==> src/rtl/ycbcr422_to_rgb.sv <==
// YCbCr 4:2:2 to RGB888 converter.
// Beats arrive as {chroma, Y}. Two beats form a pixel pair that shares one
// Cb/Cr sample. Each complete pair is issued as two pixels on consecutive
// cycles into a 4-stage full-range BT.601 matrix (coefficients x256) with
// clamping. Handshake: there is no backpressure. src_valid qualifies a beat
// in the cycle it is high. dst_valid qualifies dst_data in the cycle it is
// high. dst_data holds its last value while dst_valid is low.
module ycbcr422_to_rgb #(
    parameter bit CB_FIRST = 1'b1
) (
    input  logic        clk,
    input  logic        rst_n,
    input  logic        src_valid,
    input  logic        src_sol,
    input  logic [15:0] src_data,
    output logic        dst_valid,
    output logic [23:0] dst_data
);

    // Pair tracker and chroma reassembly
    logic       ph;        // 0: next beat is beat0, 1: next beat is beat1
    logic       pend;      // second pixel of an issued pair still to issue
    logic [7:0] y0;
    logic [7:0] c0;
    logic [7:0] yh;
    logic [7:0] cb_h;
    logic [7:0] cr_h;

    logic       is_beat0;
    logic       is_beat1;
    logic [7:0] cb_now;
    logic [7:0] cr_now;

    // S0 issue register
    logic       s0_valid;
    logic [7:0] s0_y;
    logic [7:0] s0_cb;
    logic [7:0] s0_cr;

    // S1 products
    logic               s1_valid;
    logic signed [17:0] s1_base;
    logic signed [17:0] s1_pr;    // 359*dcr
    logic signed [17:0] s1_pgb;   // 88*dcb
    logic signed [17:0] s1_pgr;   // 183*dcr
    logic signed [17:0] s1_pb;    // 454*dcb

    // S2 sums
    logic               s2_valid;
    logic signed [19:0] s2_r;
    logic signed [19:0] s2_g;
    logic signed [19:0] s2_b;

    // S1 combinational terms
    logic signed [8:0]  dcb_c;
    logic signed [8:0]  dcr_c;
    logic signed [17:0] base_c;

    // Shift right by 8 (arithmetic) and saturate to the 0..255 range.
    function automatic logic [7:0] clamp8(input logic signed [19:0] v);
        logic signed [19:0] s;
        s = v >>> 8;
        if (s < 20'sd0) begin
            return 8'd0;
        end else if (s > 20'sd255) begin
            return 8'd255;
        end else begin
            return s[7:0];
        end
    endfunction

    // Beat classification: src_sol forces a beat0 and drops any orphan beat0.
    always_comb begin
        is_beat0 = src_valid && (src_sol || !ph);
        is_beat1 = src_valid && ph && !src_sol;
        cb_now   = CB_FIRST ? c0 : src_data[15:8];
        cr_now   = CB_FIRST ? src_data[15:8] : c0;
    end

    // Front end: latch beat0, issue pixel0 on beat1, issue pixel1 the cycle after.
    always_ff @(posedge clk or negedge rst_n) begin
        if (!rst_n) begin
            ph       <= 1'b0;
            pend     <= 1'b0;
            y0       <= 8'd0;
            c0       <= 8'd0;
            yh       <= 8'd0;
            cb_h     <= 8'd0;
            cr_h     <= 8'd0;
            s0_valid <= 1'b0;
            s0_y     <= 8'd0;
            s0_cb    <= 8'd0;
            s0_cr    <= 8'd0;
        end else begin
            if (is_beat0) begin
                y0 <= src_data[7:0];
                c0 <= src_data[15:8];
                ph <= 1'b1;
            end
            // A beat1 cannot coincide with pend: pend always follows a beat1,
            // which returns ph to 0.
            if (is_beat1) begin
                ph       <= 1'b0;
                yh       <= src_data[7:0];
                cb_h     <= cb_now;
                cr_h     <= cr_now;
                pend     <= 1'b1;
                s0_valid <= 1'b1;
                s0_y     <= y0;
                s0_cb    <= cb_now;
                s0_cr    <= cr_now;
            end else if (pend) begin
                pend     <= 1'b0;
                s0_valid <= 1'b1;
                s0_y     <= yh;
                s0_cb    <= cb_h;
                s0_cr    <= cr_h;
            end else begin
                s0_valid <= 1'b0;
            end
        end
    end

    // Chroma offsets and luma base for the S1 multipliers.
    always_comb begin
        dcb_c  = $signed({1'b0, s0_cb}) - 9'sd128;
        dcr_c  = $signed({1'b0, s0_cr}) - 9'sd128;
        base_c = $signed({2'b00, s0_y, 8'h80});  // 256*Y + 128
    end

    // S1: coefficient products.
    always_ff @(posedge clk or negedge rst_n) begin
        if (!rst_n) begin
            s1_valid <= 1'b0;
            s1_base  <= 18'sd0;
            s1_pr    <= 18'sd0;
            s1_pgb   <= 18'sd0;
            s1_pgr   <= 18'sd0;
            s1_pb    <= 18'sd0;
        end else begin
            s1_valid <= s0_valid;
            s1_base  <= base_c;
            s1_pr    <= 18'sd359 * 18'(dcr_c);
            s1_pgb   <= 18'sd88  * 18'(dcb_c);
            s1_pgr   <= 18'sd183 * 18'(dcr_c);
            s1_pb    <= 18'sd454 * 18'(dcb_c);
        end
    end

    // S2: per-channel sums, wide enough that no combination can overflow.
    always_ff @(posedge clk or negedge rst_n) begin
        if (!rst_n) begin
            s2_valid <= 1'b0;
            s2_r     <= 20'sd0;
            s2_g     <= 20'sd0;
            s2_b     <= 20'sd0;
        end else begin
            s2_valid <= s1_valid;
            s2_r     <= 20'(s1_base) + 20'(s1_pr);
            s2_g     <= 20'(s1_base) - 20'(s1_pgb) - 20'(s1_pgr);
            s2_b     <= 20'(s1_base) + 20'(s1_pb);
        end
    end

    // S3: shift, clamp and register the output; data holds between valid pixels.
    always_ff @(posedge clk or negedge rst_n) begin
        if (!rst_n) begin
            dst_valid <= 1'b0;
            dst_data  <= 24'd0;
        end else begin
            dst_valid <= s2_valid;
            if (s2_valid) begin
                dst_data <= {clamp8(s2_r), clamp8(s2_g), clamp8(s2_b)};
            end
        end
    end

endmodule
==> config.mk <==
export PLATFORM = sky130hd
export DESIGN_NAME = ycbcr422_to_rgb
export DESIGN_NICKNAME = d
export VERILOG_FILES = /design/src/rtl/ycbcr422_to_rgb.sv
export SDC_FILE = /design/constraint.sdc
export NUM_CORES = 1
export LEC_CHECK = 0
export CORE_ASPECT_RATIO = 1.25
export CORE_MARGIN = 2
export CORE_UTILIZATION = 58
export CTS_BUF_LIST = sky130_fd_sc_hd__clkbuf_16
export DETAILED_ROUTE_END_ITERATION = 16
export PLACE_DENSITY = 0.75
export SETUP_SLACK_MARGIN = 0.02
export SLEW_MARGIN = 15
export SYNTH_ARGS = -nofsm -noshare
export SYNTH_HDL_FRONTEND = slang
export SYNTH_SLANG_ARGS = --single-unit
==> constraint.sdc <==
create_clock -name clk -period 5.7 [get_ports clk]
set_input_delay 0.57 -clock clk [delete_from_list [all_inputs] [get_ports clk]]
set_output_delay 0.57 -clock clk [all_outputs]
set_load 0.01 [all_outputs]
# Yosys cells after proc, flatten, opt, wreduce, memory -nomap -nowiden

Index checks and enable logic that the tools add are counted.

Add/sub/neg operators: 6
$mul: 4
Divide/modulo/power cells: 0
Magnitude comparators: 6
Eq/ne operators: 0
Shifts and indexed selects: 0
Muxes and demuxes: 17
Bitwise operators: 0
Reductions and logical operators: 8

Operators by type and width:

| cell                  | count |
|---|---|
| $mux 8                | 12 |
| $add 17x18->19        | 2 |
| $gt 11x9->1 const B   | 3 |
| $lt 11x1->1 const B   | 3 |
| $sub 18x18->19        | 1 |
| $mul 10x9->18 const A | 1 |
| $mul 9x9->18 const A  | 1 |
| $sub 17x17->18        | 1 |
| $sub 8x8->9 const B   | 2 |
| $mul 9x9->17 const A  | 1 |
| $mul 5x9->14 const A  | 1 |
| $mux 1                | 5 |
| $reduce_bool 2->1     | 2 |
| $logic_and 1x1->1     | 3 |
| $logic_not 1->1       | 2 |
| $logic_or 1x1->1      | 1 |

Bits in registers: 227
Bits in latches: 0
Memory bits (writable): 0
Memory bits (read-only): 0
Input port bits: 20
Output and inout port bits: 25
Logic and storage cells: 64
Memories kept: 0

# Depth between registers and ports, before layout

Gate-level depths: netlist (run 1).

Word-level depth: 5
Mapped depth: 18
Depth with buffers taken out: 18

# Worst setup path before layout (run 1)

OpenSTA, ideal clock, no wires.

Kind: flip-flop to flip-flop
Start point: register s0_cr[7]
End point: register s1_pgr[17]
Library setup time: 0.071 ns
Data arrival time: 4.366 ns
Required time: 5.629 ns
Setup slack: 1.263 ns
Cell stages (with the launch flop): 17
Buffers on the path: 0
Clock period less this slack: 4.437 ns
Path through: dfrtp_1 -> inv_1 -> ha_1 -> inv_1 -> ha_1 -> inv_1 -> fa_1 -> inv_1 -> fa_1 -> ha_1 -> ha_1 -> a21o_1 -> a21oi_1 -> nor4_1 -> o21ai_0 -> mux2_2 -> nor2_1

Word-level cells in the longest chain between the ends: 2

RTL lines:

| what                   | RTL line | RTL |
|---|---|---|
| start, declared        | 38       | `logic [7:0] s0_cr;` |
| start signal, assigned | 111      | `s0_cr <= cr_now;` |
| start signal, assigned | 117      | `s0_cr <= cr_h;` |
| $sub 8x8->9            | 127      | `dcr_c = $signed({1'b0, s0_cr}) - 9'sd128;` |
| $mul 9x9->18           | 145      | `s1_pgr <= 18'sd183 * 18'(dcr_c);` |
| end signal, assigned   | 145      |  |
| end, declared          | 45       | `logic signed [17:0] s1_pgr;` |

No other way between the ends.
A chain may end at the register's enable or synchronous reset.

# Worst setup path in the final report (run 1)

Same ends and word-level chain as after synthesis.

==> results of run 1 <==
==> through the flow <==
stage	hold slack (ns)	utilization	setup WS [ns]
detailed placement	0.335	0.626	0.767
CTS	0.153	0.657	0.688
global route	0.167	0.657	0.391
global placement	0.332	0.626	0.946
finish	0.127	0.657	0.753
floorplan	0.274	-	1.26
==> how the worst min path moves through the flow <==
stage / startpoint / to / slack (ns) / depth (start not counted)
3_3_place_gp: s1_valid / s2_valid / 0.33 / 0
4_1_cts: rst_n / dst_data[10] / 0.15 / 1
2_1_floorplan: rst_n / c0[0] / 0.27 / 0
5_1_grt: rst_n / dst_data[8] / 0.17 / 1
6_report: rst_n / dst_data[10] / 0.13 / 1
3_5_place_dp: s1_valid / s2_valid / 0.33 / 0
==> cells by family (layout without fill, tap and decap cells) <==
| group | count (synthesis) | count (layout) |
|---|---|---|
| multiplexers | 65 | 65 |
| flip-flops | 190 | 190 |
| AO/OA/AOI/OAI | 159 | 159 |
| buffers and inverters | 223 | 281 |
| adder cells (fa/ha/maj) | 260 | 260 |
| other | 1 | 1 |
| XOR/XNOR | 71 | 71 |
| AND/OR/NAND/NOR | 244 | 244 |
==> cell usage in the layout, fill, tap and decap left out, drive strengths merged, types with 5 or more instances in the layout <==
cell type	instances
clkdlybuf4s50	43
o21ai	28
nand3	5
inv	210
clkbuf	18
a211oi	8
clkinv	7
a31oi	8
a21o	13
nand2b	8
dfrtp	190
nor2b	8
nor2	97
nand2	93
ha	191
o21bai	5
a21oi	54
xnor2	55
xor2	16
fa	69
mux2	57
mux2i	8
nor3	9
or2	8
o21a	13
==> per-layer routing <==
layer,up-vias,track usage
li1,4060,-
met1,3992,0.280
met2,144,0.413
met3,50,0.0313
met4,0,0.0847
met5,-,0
==> layout make-up <==
class	count	share of cell area
Tap cell	279	0.0246
Inverter	202	0.0534
Multi-Input combinational cell	800	0.508
Clock inverter	15	0.0166
Sequential cell	190	0.335
Clock buffer	17	0.0299
Timing Repair Buffer	47	0.0329
==> registers in the layout (all words and copies together), names as in the netlist, 9 cells and up <==
register,flops
s1_base,9
s2_b,11
s1_pgb,11
dst_data,24
s1_pb,14
s1_pr,11
s2_g,11
s1_pgr,18
s2_r,11
==> results.yml, run 1 <==
grt:
  antenna_found_initial: 0
  grt_start_max_net_pins: 75
  grt_first_pass_wirelength_mm: 41.6
  globalRouteTotalUtil: 0.230
  grt_pass1_vias: 8686
  grt.overflow.total: 0
clocking:
  cts_root_buffer: "clkbuf_16"
  postCtsSetupRepairBufs: 0
  cts_tree: "built"
  cts_hold_buffers: 0
  clkTransAtPathRegs_ns: 0.08
  clock_path_buffers: 2
  clk_latency_ns: 0.44
  cts_max_level: 4
  clock-sinks: 190
  numCtsBuffers: 17
  cts_resized: 0
timing:
  tightest_slew_ns: 1.01
  hold_viol: 0
  setup_viol: 0
  fin_worst_skew_ns: 0.0183
  fin_crit_sh: 0.868
  finalSetupTns_ns: 0
  timing.fmax_mhz: 202
  slew_viol_final: 0
  slew_headroom: 0.328
  layout_min_cycle_time_ns: 4.95
  rsz0062_at_grt: "false"
placement:
  dp_hpwl_mm: 19.1
  port_buffers: 44
  dpl_cell_area_um2: 13500
  dp_cells: 1518
  gp_congestion: 0.915
routing:
  wl_met1_mm: 10.2
  ant_nets: 0
  viasPerCell: 5.32
  post-route-drc-count: 0
  vias: 8246
  drt-initial-drc-count: 333
  finalWirelength_mm: 24.2
  top_layer: "met4"
  route.met2.wl_mm: 12.6
  wl_met3_um: 649
  wl_per_cell_um: 15.6
  dr.pass1.iters: 5
synth:
  synth.area.mux_share: 0.0563
  synth_edf_count: 0
  synthAdderAreaFrac: 0.294
  synth-simple-area-share: 0.0827
  ys_types: 57
  synth-seq-area-share: 0.371
  synthArstFlopShare: 1.00
  synth_xor_area_frac: 0.0485
  synth_compound_area_frac: 0.0806
  synth_most_common_cell: "inv_1"
  synth_flop_cell: "dfrtp_1"
  avgSynthCellArea_um2: 10.6
  yosys-top-cells-count: "inv_1 (201), ha_1 (191), dfrtp_1 (190)"
  ys_warn_count: 0
  yosysTopAreaCell: "dfrtp_1"
  netlist_instances: 1213
  synth.cell_area_um2: 12800
  ys_ff_latch: 190
  netlist.area_leader.share: 0.371
  synth_top_family_by_area: "adder cells"
  syn_nets: 1493
  synthTopCellsByArea: "dfrtp_1 (37%), ha_1 (19%), fa_1 (11%)"
critical_path:
  cp_slowest_cell: "dfrtp_1"
  cp_max_fo: 12
  worstSetupPathDepth: 16
  start_kind: "flop"
  path_delay_family: "adder cells"
  cp-end-kind: "flop"
  startpoint: "s0_cr[7]"
  worst-path-buf-inv: 4
  arrival_ns: 5.32
  crit_end: "s1_pgr[17]"
  path_cells: "inv_1, ha_1, inv_1, ha_1, inv_1, fa_1, inv_1, fa_1, ha_1, ha_1, a21o_1, a21oi_1, nor4_1, o21ai_0, mux2_2, nor2_1"
  cp_slowest_stage_delay_ns: 0.68
  r2r-start: "s0_cr[7]"
  critPathRequiredTime_ns: 6.07
  reg2regPathDepth: 16
  r2r_slack_ns: 0.75
  critPathKind: "reg -> reg"
  worstReg2RegEnd: "s1_pgr[17]"
cells_and_area:
  fin_cells: 1550
  drive_gt1_frac: 0.0881
  antenna_cells: 0
  area_growth_pct: 10.8
  stdcell_area_um2: 14200
  nNetsFinal: 1538
  nFillCells: 1696
  seq_area_um2: 4750
  multi_input_area_um2: 7220
hold_path:
  hold_path.class: "in -> async"
floorplan:
  dieArea_um2: 23300
  placementRows: 60
  ios: 45
  start_util: 0.593
  die_width_um: 137
  core_um2: 21600
  die_y_um: 170
flow_run:
  cap_violations: 0
outcome:
  outcome: "finished, final reports clean"
Power of run 1 is left out: the tool's default activity adds up to more than one toggle a clock period on the data nets, which glitch-free logic cannot reach.
==> run 2: changes to the inputs <==
- PLACE_DENSITY: 0.75 -> 0.74
==> run 2 against run 1 <==
- cell count barely moved
- highest routed layer unchanged
- via count shrank 0.11%
- critical path type unchanged
- utilization barely moved
- clock skew is 0.0035 ns lower
==> results.yml, run 2 (synthesis gave the netlist of run 1 again) <==
timing:
  fin_worst_skew_ns: 0.0147
  finalSetupTns_ns: 0
  setup_viol: 0
  slew_headroom: 0.345
  slew_viol_final: 0
  tightest_slew_ns: 0.983
  hold_viol: 0
  fin_crit_sh: 0.833
  layout_min_cycle_time_ns: 4.75
  timing.fmax_mhz: 211
  rsz0062_at_grt: "false"
clocking:
  cts_tree: "built"
  clk_latency_ns: 0.44
  cts_max_level: 4
  cts_root_buffer: "clkbuf_16"
  postCtsSetupRepairBufs: 0
  numCtsBuffers: 17
  clock-sinks: 190
  clkTransAtPathRegs_ns: 0.08
  cts_resized: 0
  cts_hold_buffers: 0
  clock_path_buffers: 2
critical_path:
  arrival_ns: 5.11
  start_kind: "flop"
  r2r_slack_ns: 0.95
  worstReg2RegEnd: "s1_pgr[17]"
  cp_max_fo: 8
  r2r-start: "s0_cr[1]"
  cp-end-kind: "flop"
  critPathKind: "reg -> reg"
  reg2regPathDepth: 17
  critPathRequiredTime_ns: 6.07
floorplan:
  ios: 45
  die_y_um: 170
  start_util: 0.593
  die_width_um: 137
  dieArea_um2: 23300
  core_um2: 21600
  placementRows: 60
grt:
  grt_start_max_net_pins: 78
  grt_pass1_vias: 8536
  antenna_found_initial: 0
  globalRouteTotalUtil: 0.232
  grt.overflow.total: 0
  grt_first_pass_wirelength_mm: 41.4
routing:
  dr.pass1.iters: 5
  drt-initial-drc-count: 342
  vias: 8237
  post-route-drc-count: 0
  viasPerCell: 5.31
  ant_nets: 0
  finalWirelength_mm: 24.8
  wl_per_cell_um: 16.0
cells_and_area:
  drive_gt1_frac: 0.0888
  largest_register_ffs: 24
  nNetsFinal: 1539
  top_register: "dst_data"
  layout.cells.most_common_list: "inv_1 (201), ha_1 (191), dfrtp_1 (190), nor2_1 (97), nand2_1 (93)"
  antenna_cells: 0
  area_growth_pct: 10.9
  reg.largest.list: "dst_data x24, s1_pgr x18, s1_pb x14"
  final_common_cell: "inv_1"
placement:
  port_buffers: 44
  dp_hpwl_mm: 19.4
  gp_congestion: 0.888
hold_path:
  hold_path.class: "in -> async"
flow_run:
  cap_violations: 0
outcome:
  outcome: "finished, final reports clean"
## run 2: cell count changes in the layout (fill, tap and decap cells not counted)
cell / change
inv_12: -5
clkinv_4: +1
inv_8: +3
buf_4: +1
bufinv_16: +2
inv_16: -1
## run 2: worst max path at each step
stage	end	from	cells after the start
4_1_cts	s1_pgr[17]	s0_cr[1]	17
3_3_place_gp	s1_pgr[17]	s0_cr[1]	17
6_report	s1_pgr[17]	s0_cr[1]	17
3_5_place_dp	s1_pgr[17]	s0_cr[1]	17
2_1_floorplan	s1_pgr[17]	s0_cr[7]	16
5_1_grt	s1_pgr[17]	s0_cr[1]	17
## run 2: per-stage QoR
step	cells	hold WS (ns)	setup WS, ns	utilization	instance area [um^2]
after floorplan	1213	0.274	1.26	-	12800
after global placement	1519	0.351	1.12	0.627	13600
after detailed placement	1519	0.349	1.04	0.627	13600
after CTS	1551	0.107	0.951	0.657	14200
after global routing	1551	0.122	0.785	0.657	14200
final	1551	0.0828	0.952	0.657	14200
## run 2: layout make-up
class	instances	area [um^2]
clock inverters	15	236
clock buffers	17	425
repair buffers	48	474
inverters	202	758
flip-flops and latches	190	4750
well taps	279	349
multi-input cells	800	7220
fillers	1719	7410
## run 2: routing by layer
metal,vias to the layer above,global-route usage,share of wire
met2,160,0.411,0.52
li1,4043,-,-
met1,3981,0.282,0.42
met3,53,0.0316,0.026
met5,-,0,0
met4,0,0.0928,0.033
## run 2: critical path, stage by stage (launching register included)
cell and delay, ns:
dfrtp_1 0.52, ha_1 0.39, inv_1 0.07, fa_1 0.50
inv_1 0.04, ha_1 0.27, inv_1 0.05, fa_1 0.54
inv_1 0.05, ha_1 0.29, ha_1 0.23, fa_1 0.42
a21o_1 0.18, a21oi_1 0.30, nor4_1 0.10, o21ai_0 0.26
mux2_2 0.37, nor2_1 0.09
Power of run 2 is left out for the same reason.
